**src/rtl/char_text_renderer.sv**
```systemverilog
// rtl/char_text_renderer.sv - renders one scaled line of glyph-memory characters over the VGA raster
module char_text_renderer #(
    parameter int NUM_CHARS  = 8,
    parameter int SCALE_LOG2 = 2,
    parameter int ORIGIN_X   = 16,
    parameter int ORIGIN_Y   = 16,
    localparam int AW        = $clog2(NUM_CHARS)
) (
    input  logic          clock,
    input  logic          rst_n,
    input  logic [9:0]    hpos,
    input  logic [9:0]    vpos,
    input  logic          de_in,
    input  logic [1:0]    sync_in,
    input  logic          txt_we,
    input  logic [AW-1:0] txt_addr,
    input  logic [5:0]    txt_data,
    output logic [1:0]    mem_x,
    output logic [2:0]    mem_y,
    input  logic [35:0]   mem_data,
    output logic          pixel_on,
    output logic          de_out,
    output logic [1:0]    sync_out
);

    localparam int SW = (SCALE_LOG2 > 0) ? SCALE_LOG2 : 1;
    localparam logic [SW-1:0] SUB_MAX = SW'((1 << SCALE_LOG2) - 1);
    localparam logic [AW-1:0] CHR_MAX = AW'(NUM_CHARS - 1);
    localparam logic [9:0]    ORG_X   = 10'(ORIGIN_X);
    localparam logic [9:0]    ORG_Y   = 10'(ORIGIN_Y);
    localparam logic [5:0]    BLANK   = 6'd63;
    localparam logic [5:0]    NUM_GLYPHS = 6'd36;

    typedef enum logic [1:0] {
        S_IDLE   = 2'd0,
        S_ACTIVE = 2'd1,
        S_DONE   = 2'd2
    } state_t;

    state_t        state, state_nx;
    logic [SW-1:0] sub_cnt, sub_nx;
    logic [2:0]    col_cnt, col_nx;
    logic [AW-1:0] chr_cnt, chr_nx;

    logic          enter;
    logic          run;
    logic [SW-1:0] cur_sub;
    logic [2:0]    cur_col;
    logic [AW-1:0] cur_chr;
    logic [5:0]    cur_code;

    logic [9:0]    v_off;
    logic [9:0]    v_row;
    logic          inside_v;
    logic          hit;

    logic [5:0]    txt_buf [NUM_CHARS];

    logic [5:0]    code_r;
    logic          hit_r;
    logic          de_d1;
    logic [1:0]    sync_d1;

    // The entering cycle renders with zeroed counters, so select the effective position here.
    always_comb begin
        enter    = (state == S_IDLE) && de_in && (hpos == ORG_X);
        run      = enter || ((state == S_ACTIVE) && de_in);
        cur_sub  = enter ? '0 : sub_cnt;
        cur_col  = enter ? 3'd0 : col_cnt;
        cur_chr  = enter ? '0 : chr_cnt;
        cur_code = txt_buf[cur_chr];
    end

    always_comb begin
        state_nx = state;
        sub_nx   = sub_cnt;
        col_nx   = col_cnt;
        chr_nx   = chr_cnt;
        case (state)
            S_IDLE, S_ACTIVE: begin
                if (run) begin
                    state_nx = S_ACTIVE;
                    if (cur_sub == SUB_MAX) begin
                        sub_nx = '0;
                        if (cur_col == 3'd4) begin
                            col_nx = 3'd0;
                            chr_nx = cur_chr + AW'(1);
                            if (cur_chr == CHR_MAX) begin
                                state_nx = S_DONE;
                                chr_nx   = '0;
                            end
                        end else begin
                            col_nx = cur_col + 3'd1;
                        end
                    end else begin
                        sub_nx = cur_sub + SW'(1);
                    end
                end else begin
                    state_nx = S_IDLE;
                    sub_nx   = '0;
                    col_nx   = 3'd0;
                    chr_nx   = '0;
                end
            end
            S_DONE: begin
                if (!de_in) begin
                    state_nx = S_IDLE;
                    sub_nx   = '0;
                    col_nx   = 3'd0;
                    chr_nx   = '0;
                end
            end
            default: begin
                state_nx = S_IDLE;
                sub_nx   = '0;
                col_nx   = 3'd0;
                chr_nx   = '0;
            end
        endcase
    end

    always_ff @(posedge clock or negedge rst_n) begin
        if (!rst_n) begin
            state   <= S_IDLE;
            sub_cnt <= '0;
            col_cnt <= 3'd0;
            chr_cnt <= '0;
        end else begin
            state   <= state_nx;
            sub_cnt <= sub_nx;
            col_cnt <= col_nx;
            chr_cnt <= chr_nx;
        end
    end

    always_comb begin
        v_off    = vpos - ORG_Y;
        v_row    = v_off >> SCALE_LOG2;
        inside_v = (vpos >= ORG_Y) && (v_row < 10'd5);
        hit      = run && inside_v && (cur_col < 3'd4) && (cur_code < NUM_GLYPHS);
    end

    // Reads above see the pre-write entry, so a same-edge write affects only later pixels.
    always_ff @(posedge clock or negedge rst_n) begin
        if (!rst_n) begin
            for (int i = 0; i < NUM_CHARS; i++) begin
                txt_buf[i] <= BLANK;
            end
        end else if (txt_we) begin
            txt_buf[txt_addr] <= txt_data;
        end
    end

    always_ff @(posedge clock or negedge rst_n) begin
        if (!rst_n) begin
            mem_x   <= 2'd0;
            mem_y   <= 3'd0;
            code_r  <= 6'd0;
            hit_r   <= 1'b0;
            de_d1   <= 1'b0;
            sync_d1 <= 2'd0;
        end else begin
            if (hit) begin
                mem_x <= cur_col[1:0];
                mem_y <= v_row[2:0];
            end
            code_r  <= cur_code;
            hit_r   <= hit;
            de_d1   <= de_in;
            sync_d1 <= sync_in;
        end
    end

    // hit_r guarantees code_r < 36, so the bit select stays in range whenever it matters.
    always_ff @(posedge clock or negedge rst_n) begin
        if (!rst_n) begin
            pixel_on <= 1'b0;
            de_out   <= 1'b0;
            sync_out <= 2'd0;
        end else begin
            pixel_on <= hit_r && mem_data[code_r];
            de_out   <= de_d1;
            sync_out <= sync_d1;
        end
    end

endmodule

```
**config.mk**
```make
export PLATFORM = sky130hd
export DESIGN_NAME = char_text_renderer
export DESIGN_NICKNAME = d
export VERILOG_FILES = /design/src/rtl/char_text_renderer.sv
export SDC_FILE = /design/constraint.sdc
export NUM_CORES = 1
export LEC_CHECK = 0
export CORE_ASPECT_RATIO = 0.9
export CORE_MARGIN = 2
export CORE_UTILIZATION = 52
export CTS_CLUSTER_DIAMETER = 60
export DETAILED_ROUTE_END_ITERATION = 10
export PLACE_DENSITY = 0.77
export SLEW_MARGIN = 10
export SYNTH_ARGS = -nofsm -noshare
export SYNTH_HDL_FRONTEND = slang
export SYNTH_SLANG_ARGS = --single-unit
```
**constraint.sdc**
```tcl
create_clock -name clock -period 3.1 [get_ports clock]
set_input_delay 0.62 -clock clock [delete_from_list [all_inputs] [get_ports clock]]
set_output_delay 0.62 -clock clock [all_outputs]
set_load 0.05 [all_outputs]
```
==> results.yml, run 1 <==
synthesis:
  synth.avg_cell_area_um2: 13.1
  mappedNetlistNets: 378
  netlist_area_um2: 3930
  yosys_warnings: 0
  async_flop_share_pct: 100
  synth_enable_flop_cells: 0
  post_synth_inst_count: 300
  ys_seq_area_share_pct: 50.5
  netlist-cell-type-count: 50
  postSynth.topFlopCell: "dfstp_2"
  ys_seq_elements: 77
clock_tree:
  worst_setup_hold_path_clk_slew_ps: 80
  cts_root_buf: "clkbuf_8"
  postCtsSetupRepairBufs: 0
  clock_latency_reported_for_the_late_side_of_the_worst_skew_pair_ps: 340
  ctsHoldBuffers: 0
  post_cts.resized_instances: 0
  tritoncts_num_sinks: 77
  cts-root-to-sink-buffers: 2
  tritoncts: "yes"
  numCtsBuffers: 9
  htreeDepth: 3
floorplan:
  ioPinCount: 80
  die_width_um: 95.7
  start_util_pct: 52.9
  die_outline_area_um2: 8270
  placeableCoreArea_um2: 7430
  fp.dieH_um: 86.5
  floorplan.rows: 30
detailed_routing:
  detail_route.iter0.violations: 141
  ant_nets: 0
  post-route-drc-count: 0
  drt_first_pass_iters: 4
  vias: 2818
  drt-total-wl_mm: 8.62
  via_per_inst: 5.65
  routed_wire_length_per_instance_um: 17.3
place:
  pre_cts_ws_ps: -31.6
  io_buffer_count: 77
  dp.final_hpwl_mm: 6.46
  gp_routability_congestion: 0.834
power:
  clkPwrFrac_pct: 34.1
  p_leak_uw: 0.00214
  fraction_of_power_consumed_by_combinational_cells_pct: 17.2
  p_int_uw: 2180
  p_sw_uw: 619
  sw_frac_of_total_pct: 22.1
  vdd_ir_drop_max_mv: 0.335
  cell_pwr_density_nw_per_um2: 539
  seqPwrFrac_pct: 48.7
critical_path:
  path_common_cell: "buf_4"
  worst-endpoint-arrival_ps: 3010
  crit_type: "in -> reg"
  path_max_fanout: 6
  worst_path_cell_chain: "clkdlybuf4s50_1 > nor4_2 > buf_4 > and4_4 > buf_4 > nor3b_1 > o2111ai_2 > o32ai_4 > mux2_2"
  cp_top_family: "buffers and inverters"
  crit_path_end_kind: "flop"
  worstReg2RegStart: "chr_cnt[2]$_DFFE_PN0P_"
  cp.required_ps: 3340
  worst-path-buf-inv: 3
  cp-start-kind: "input port"
  crit_path_top_delay_cell: "clkdlybuf4s50_1"
  critPathMaxStageDelay_ps: 480
  worstRegToRegCells: 5
  r2r-end: "mem_y[2]$_DFFE_PN0P_"
  setup.reg_to_reg.worst_slack_ps: 610
  worstSetupStartpoint: "hpos[5]"
finish:
  finalCoreUtilization_pct: 69.8
  layout-drive-gt1-share_pct: 40.9
  layout.cells.most_common_list: "clkdlybuf4s50_1 (76), mux2_2 (53), dfstp_2 (48)"
  syn2layout_area_growth_pct: 32.0
  final_common_cell: "clkdlybuf4s50_1"
  antennaDiodeCount: 0
  nFillCells: 540
  finish.net_count: 476
timing:
  timing.setup.tns_ps: 0
  tightest_slew_ps: 798
  hold_violations: 0
  final.setup_skew_ps: 13.8
  fmax_mhz: 361
  setup_viol: 0
  max_slew_margin_pct: 46.8
  setup_ws_ps: 332
  timing.final.crit_share_pct: 89.3
  period_needed_ps: 2770
  rsz0062_at_grt: "false"
  final_max_slew_viol_count: 0
grt:
  first_global_vias: 2890
  wire_length_of_the_first_global_routing_pass_mm: 14.0
  grt_usage_pct: 22.3
  grt_antenna_before_repair: 0
  pin_count_of_the_biggest_net_entering_global_routing: 45
  grt.overflow.total: 0
outcome:
  outcome: "complete, no violations"
run:
  max_cap_violations: 0
hold_path:
  hp-class: "in -> async"
-- synthesized netlist by cell type (3+ instances only) --
cell / count / area, µm²
mux4_2: 14 / 315
dfrtp_1: 29 / 726
mux2i_1: 7 / 70.1
inv_1: 10 / 37.5
o21ai_0: 13 / 65.1
clkbuf_1: 5 / 18.8
and2_1: 3 / 18.8
nand2_1: 24 / 90.1
nor3_1: 6 / 30.0
a21oi_1: 7 / 35.0
nand4b_1: 3 / 26.3
nor3b_1: 4 / 30.0
mux2_2: 53 / 597
nor2_1: 9 / 33.8
and3_1: 3 / 18.8
nor2b_1: 4 / 25.0
buf_2: 5 / 25.0
ha_1: 7 / 87.6
dfstp_2: 48 / 1260
nand3_1: 7 / 35.0
a211oi_1: 5 / 37.5
-- state kept, by name, indices dropped and copies added, names as in the netlist, 2 cells and up --
register / count
mem_x: 2
sync_d1: 2
col_cnt: 3
sync_out: 2
chr_cnt: 3
state: 2
mem_y: 3
txt_buf: 48
sub_cnt: 2
code_r: 6
-- through the flow --
| stage | hold slack, ps | area (µm²) | power (µW) | std cells |
|---|---|---|---|---|
| 3_5_place_dp | 346 | 4930 | 1870 | 483 |
| 5_1_grt | 373 | 5190 | 2930 | 499 |
| 6_report | 349 | 5190 | 2800 | 499 |
| 2_1_floorplan | 324 | 3930 | 1660 | 300 |
| 3_3_place_gp | 334 | 4930 | 1840 | 483 |
| 4_1_cts | 360 | 5190 | 2820 | 499 |
-- kinds of logic after synthesis --
logic type	Yosys count	share of synthesized area [%]
compound gates	46	8.94
xor+xnor	1	0.223
fa+ha+maj	7	2.23
buf+inv	22	2.55
flops	77	50.5
mux	74	25.0
simple gates	73	10.5
-- power groups by stage --
stage	clock network (µW)	logic [µW]	registers [µW]
5_1_grt	1020	523	1390
6_report	953	481	1360
3_3_place_gp	0	470	1370
4_1_cts	972	486	1370
2_1_floorplan	0	324	1340
3_5_place_dp	0	482	1380
-- metal layers --
layer  up-vias  wire length (µm)  track usage, %
met5         -                 0               0
met4         0               124            7.14
met3        13               664            4.70
met2        89              3950            36.0
met1      1404              3880            30.4
li1       1312                 -               -
-- cell type report --
| cell class | count | area, µm² | area share (%) |
|---|---|---|---|
| clock inverter | 3 | 90.1 | 1.74 |
| clock buffer | 13 | 169 | 3.25 |
| sequential | 77 | 1990 | 38.3 |
| tap | 96 | 120 | 2.31 |
| timing repair buffer | 99 | 943 | 18.2 |
| inverter | 10 | 37.5 | 0.723 |
| multi-input combinational | 201 | 1840 | 35.5 |
-- worst max path at each step --
stage	cells after the start	slack (ps)	end
detailed placement	8	-30	mem_y[0]$_DFFE_PN0P_
global route	12	170	chr_cnt[1]$_DFFE_PN0P_
finish	9	330	mem_y[2]$_DFFE_PN0P_
CTS	8	340	mem_y[2]$_DFFE_PN0P_
floorplan	8	590	col_cnt[2]$_DFFE_PN0P_
global placement	9	-1	mem_y[2]$_DFFE_PN0P_
No activity file was read; power rests on OpenSTA's default activity.
==> inputs of run 2 (changes only) <==
--- a/config.mk
+++ b/config.mk
@@ -6,11 +6,13 @@
 export NUM_CORES = 1
 export LEC_CHECK = 0
 export CORE_ASPECT_RATIO = 0.9
-export CORE_MARGIN = 2
+export CORE_MARGIN = 3
 export CORE_UTILIZATION = 52
 export CTS_CLUSTER_DIAMETER = 60
 export DETAILED_ROUTE_END_ITERATION = 10
 export PLACE_DENSITY = 0.77
+export RECOVER_POWER = 100
+export SKIP_CTS_REPAIR_TIMING = 1
 export SLEW_MARGIN = 10
 export SYNTH_ARGS = -nofsm -noshare
 export SYNTH_HDL_FRONTEND = slang
==> run 2 against run 1 <==
Compared with the run above:
- power is 7.6% lower
- register-to-register slack worse by 140 ps
- die area is 4.5% higher
- design area is 3.2% lower
- global-route usage is 0.62 points lower
- clock power is 22% lower
==> results.yml, run 2 (same netlist as run 1, synthesis figures left out) <==
finish:
  antennaDiodeCount: 0
  max_flop_register: "txt_buf"
  layout.cells.most_common_list: "clkdlybuf4s50_1 (63), mux2_2 (53), dfstp_2 (48)"
  finalCoreUtilization_pct: 69.9
  fin_area_um2: 5020
  layout-drive-gt1-share_pct: 37.6
  finish.net_count: 470
  largest_register_ff_count: 48
  largest_registers: "txt_buf: 48 flops, code_r: 6 flops"
  final_common_cell: "clkdlybuf4s50_1"
  syn2layout_area_growth_pct: 27.8
critical_path:
  path_max_fanout: 12
  cp_top_family: "compound AO/OA/AOI/OAI gates"
  cp-start-kind: "input port"
  crit_type: "in -> reg"
  worst-endpoint-arrival_ps: 3180
  critPathMaxStageDelay_ps: 600
  cp.required_ps: 3340
  crit_path_end_kind: "flop"
  worst_path_cell_chain: "clkdlybuf4s50_1 > nor4_2 > nand4_2 > buf_4 > and3_1 > o32ai_1 > o32ai_4 > mux2_2"
  worst-path-buf-inv: 2
  crit_path_top_delay_cell: "o32ai_1"
timing:
  period_needed_ps: 2940
  rsz0062_at_grt: "false"
  max_slew_margin_pct: 1.63
  timing.final.crit_share_pct: 94.9
  hold_violations: 0
  final_max_slew_viol_count: 0
  final.setup_skew_ps: 5.87
  fmax_mhz: 340
  setup_viol: 0
  tightest_slew_ps: 1480
power:
  cell_pwr_density_nw_per_um2: 514
  vdd_ir_drop_max_mv: 0.352
  p_leak_uw: 0.00206
grt:
  grt.overflow.total: 0
  grt_antenna_before_repair: 0
  grt_usage_pct: 21.7
  first_global_vias: 2909
  pin_count_of_the_biggest_net_entering_global_routing: 51
  wire_length_of_the_first_global_routing_pass_mm: 14.5
detailed_routing:
  detail_route.iter0.violations: 154
  drt-total-wl_mm: 8.74
  via_per_inst: 5.77
  vias: 2822
  drt_first_pass_iters: 4
  ant_nets: 0
  routed_wire_length_per_instance_um: 17.9
  post-route-drc-count: 0
floorplan:
  placeableCoreArea_um2: 7180
  die_width_um: 97.7
  fp.dieH_um: 88.5
  die_outline_area_um2: 8640
  floorplan.rows: 29
  ioPinCount: 80
  start_util_pct: 54.7
clock_tree:
  cts-root-to-sink-buffers: 2
  worst_setup_hold_path_clk_slew_ps: 80
  clock_latency_reported_for_the_late_side_of_the_worst_skew_pair_ps: 350
  tritoncts_num_sinks: 77
  htreeDepth: 3
  cts_root_buf: "clkbuf_8"
  numCtsBuffers: 9
  tritoncts: "yes"
place:
  dp.final_hpwl_mm: 6.48
  gp_routability_congestion: 0.870
  io_buffer_count: 77
  dpl_cell_area_um2: 4880
run:
  max_cap_violations: 0
hold_path:
  hp-class: "reg -> reg"
outcome:
  outcome: "complete, no violations"
run 2: worst register-to-register path: cells and delay by family, from the launching register on:
kind           cells  cell delay, ps
flip-flops         1             610
AO/OA/AOI/OAI      4            1120
multiplexers       2             780
run 2: worst paths after layout:
| check | endpoint | cells after the start | start | slack (ps) |
|---|---|---|---|---|
| max in group asynchronous | code_r[0]$_DFF_PN0_ | 2 | rst_n | 640 |
| min in group asynchronous | mem_y[1]$_DFFE_PN0P_ | 1 | rst_n | 600 |
| min | de_out$_DFF_PN0_ | 0 | de_d1$_DFF_PN0_ | 350 |
| max reg2reg | mem_y[1]$_DFFE_PN0P_ | 6 | chr_cnt[2]$_DFFE_PN0P_ | 470 |
| min reg2reg | de_out$_DFF_PN0_ | 0 | de_d1$_DFF_PN0_ | 350 |
| max | mem_y[1]$_DFFE_PN0P_ | 8 | hpos[1] | 160 |
run 2: power breakdown:
| group | leakage [µW] | switching [µW] | internal, µW |
|---|---|---|---|
| Combinational | 0.00108 | 167 | 305 |
| Sequential | 0.000884 | 105 | 1260 |
| Clock | 0.0000957 | 356 | 389 |
| Total | 0.00206 | 628 | 1960 |
run 2: layout make-up:
| class | instances | area, µm² |
|---|---|---|
| inverters | 10 | 37.5 |
| clock buffers | 11 | 141 |
| fillers | 518 | 2160 |
| repair buffers | 93 | 860 |
| flip-flops and latches | 77 | 1990 |
| clock inverters | 4 | 48.8 |
| well taps | 93 | 116 |
| multi-input cells | 201 | 1830 |
run 2: routing by layer:
layer / up-vias / share of wire (%) / global-route usage (%)
li1: 1307 / - / -
met1: 1429 / 43 / 27.9
met2: 74 / 50 / 37.6
met3: 12 / 5.7 / 4.96
met4: 0 / 1.2 / 6.42
met5: - / 0 / 0
run 2: per-stage QoR:
step                hold WS [ps]  setup slack (ps)  power (µW)  setup TNS, ps  std cells
floorplan                    324               587        1660              0        300
global placement             334              16.1        1840              0        474
CTS                          295               305        2620              0        489
finish                       351               157        2580              0        489
detailed placement           337             -40.6        1870           -151        474
global route                 363              36.1        2700              0        489
==> inputs of run 3 (changes only) <==
--- a/config.mk
+++ b/config.mk
@@ -10,6 +10,7 @@
 export CORE_UTILIZATION = 52
 export CTS_CLUSTER_DIAMETER = 60
 export DETAILED_ROUTE_END_ITERATION = 10
+export HOLD_SLACK_MARGIN = 0.06
 export PLACE_DENSITY = 0.77
 export RECOVER_POWER = 100
 export SKIP_CTS_REPAIR_TIMING = 1
==> results of run 3 <==
The final DEF is identical to that of run 2; final timing and power are the same.
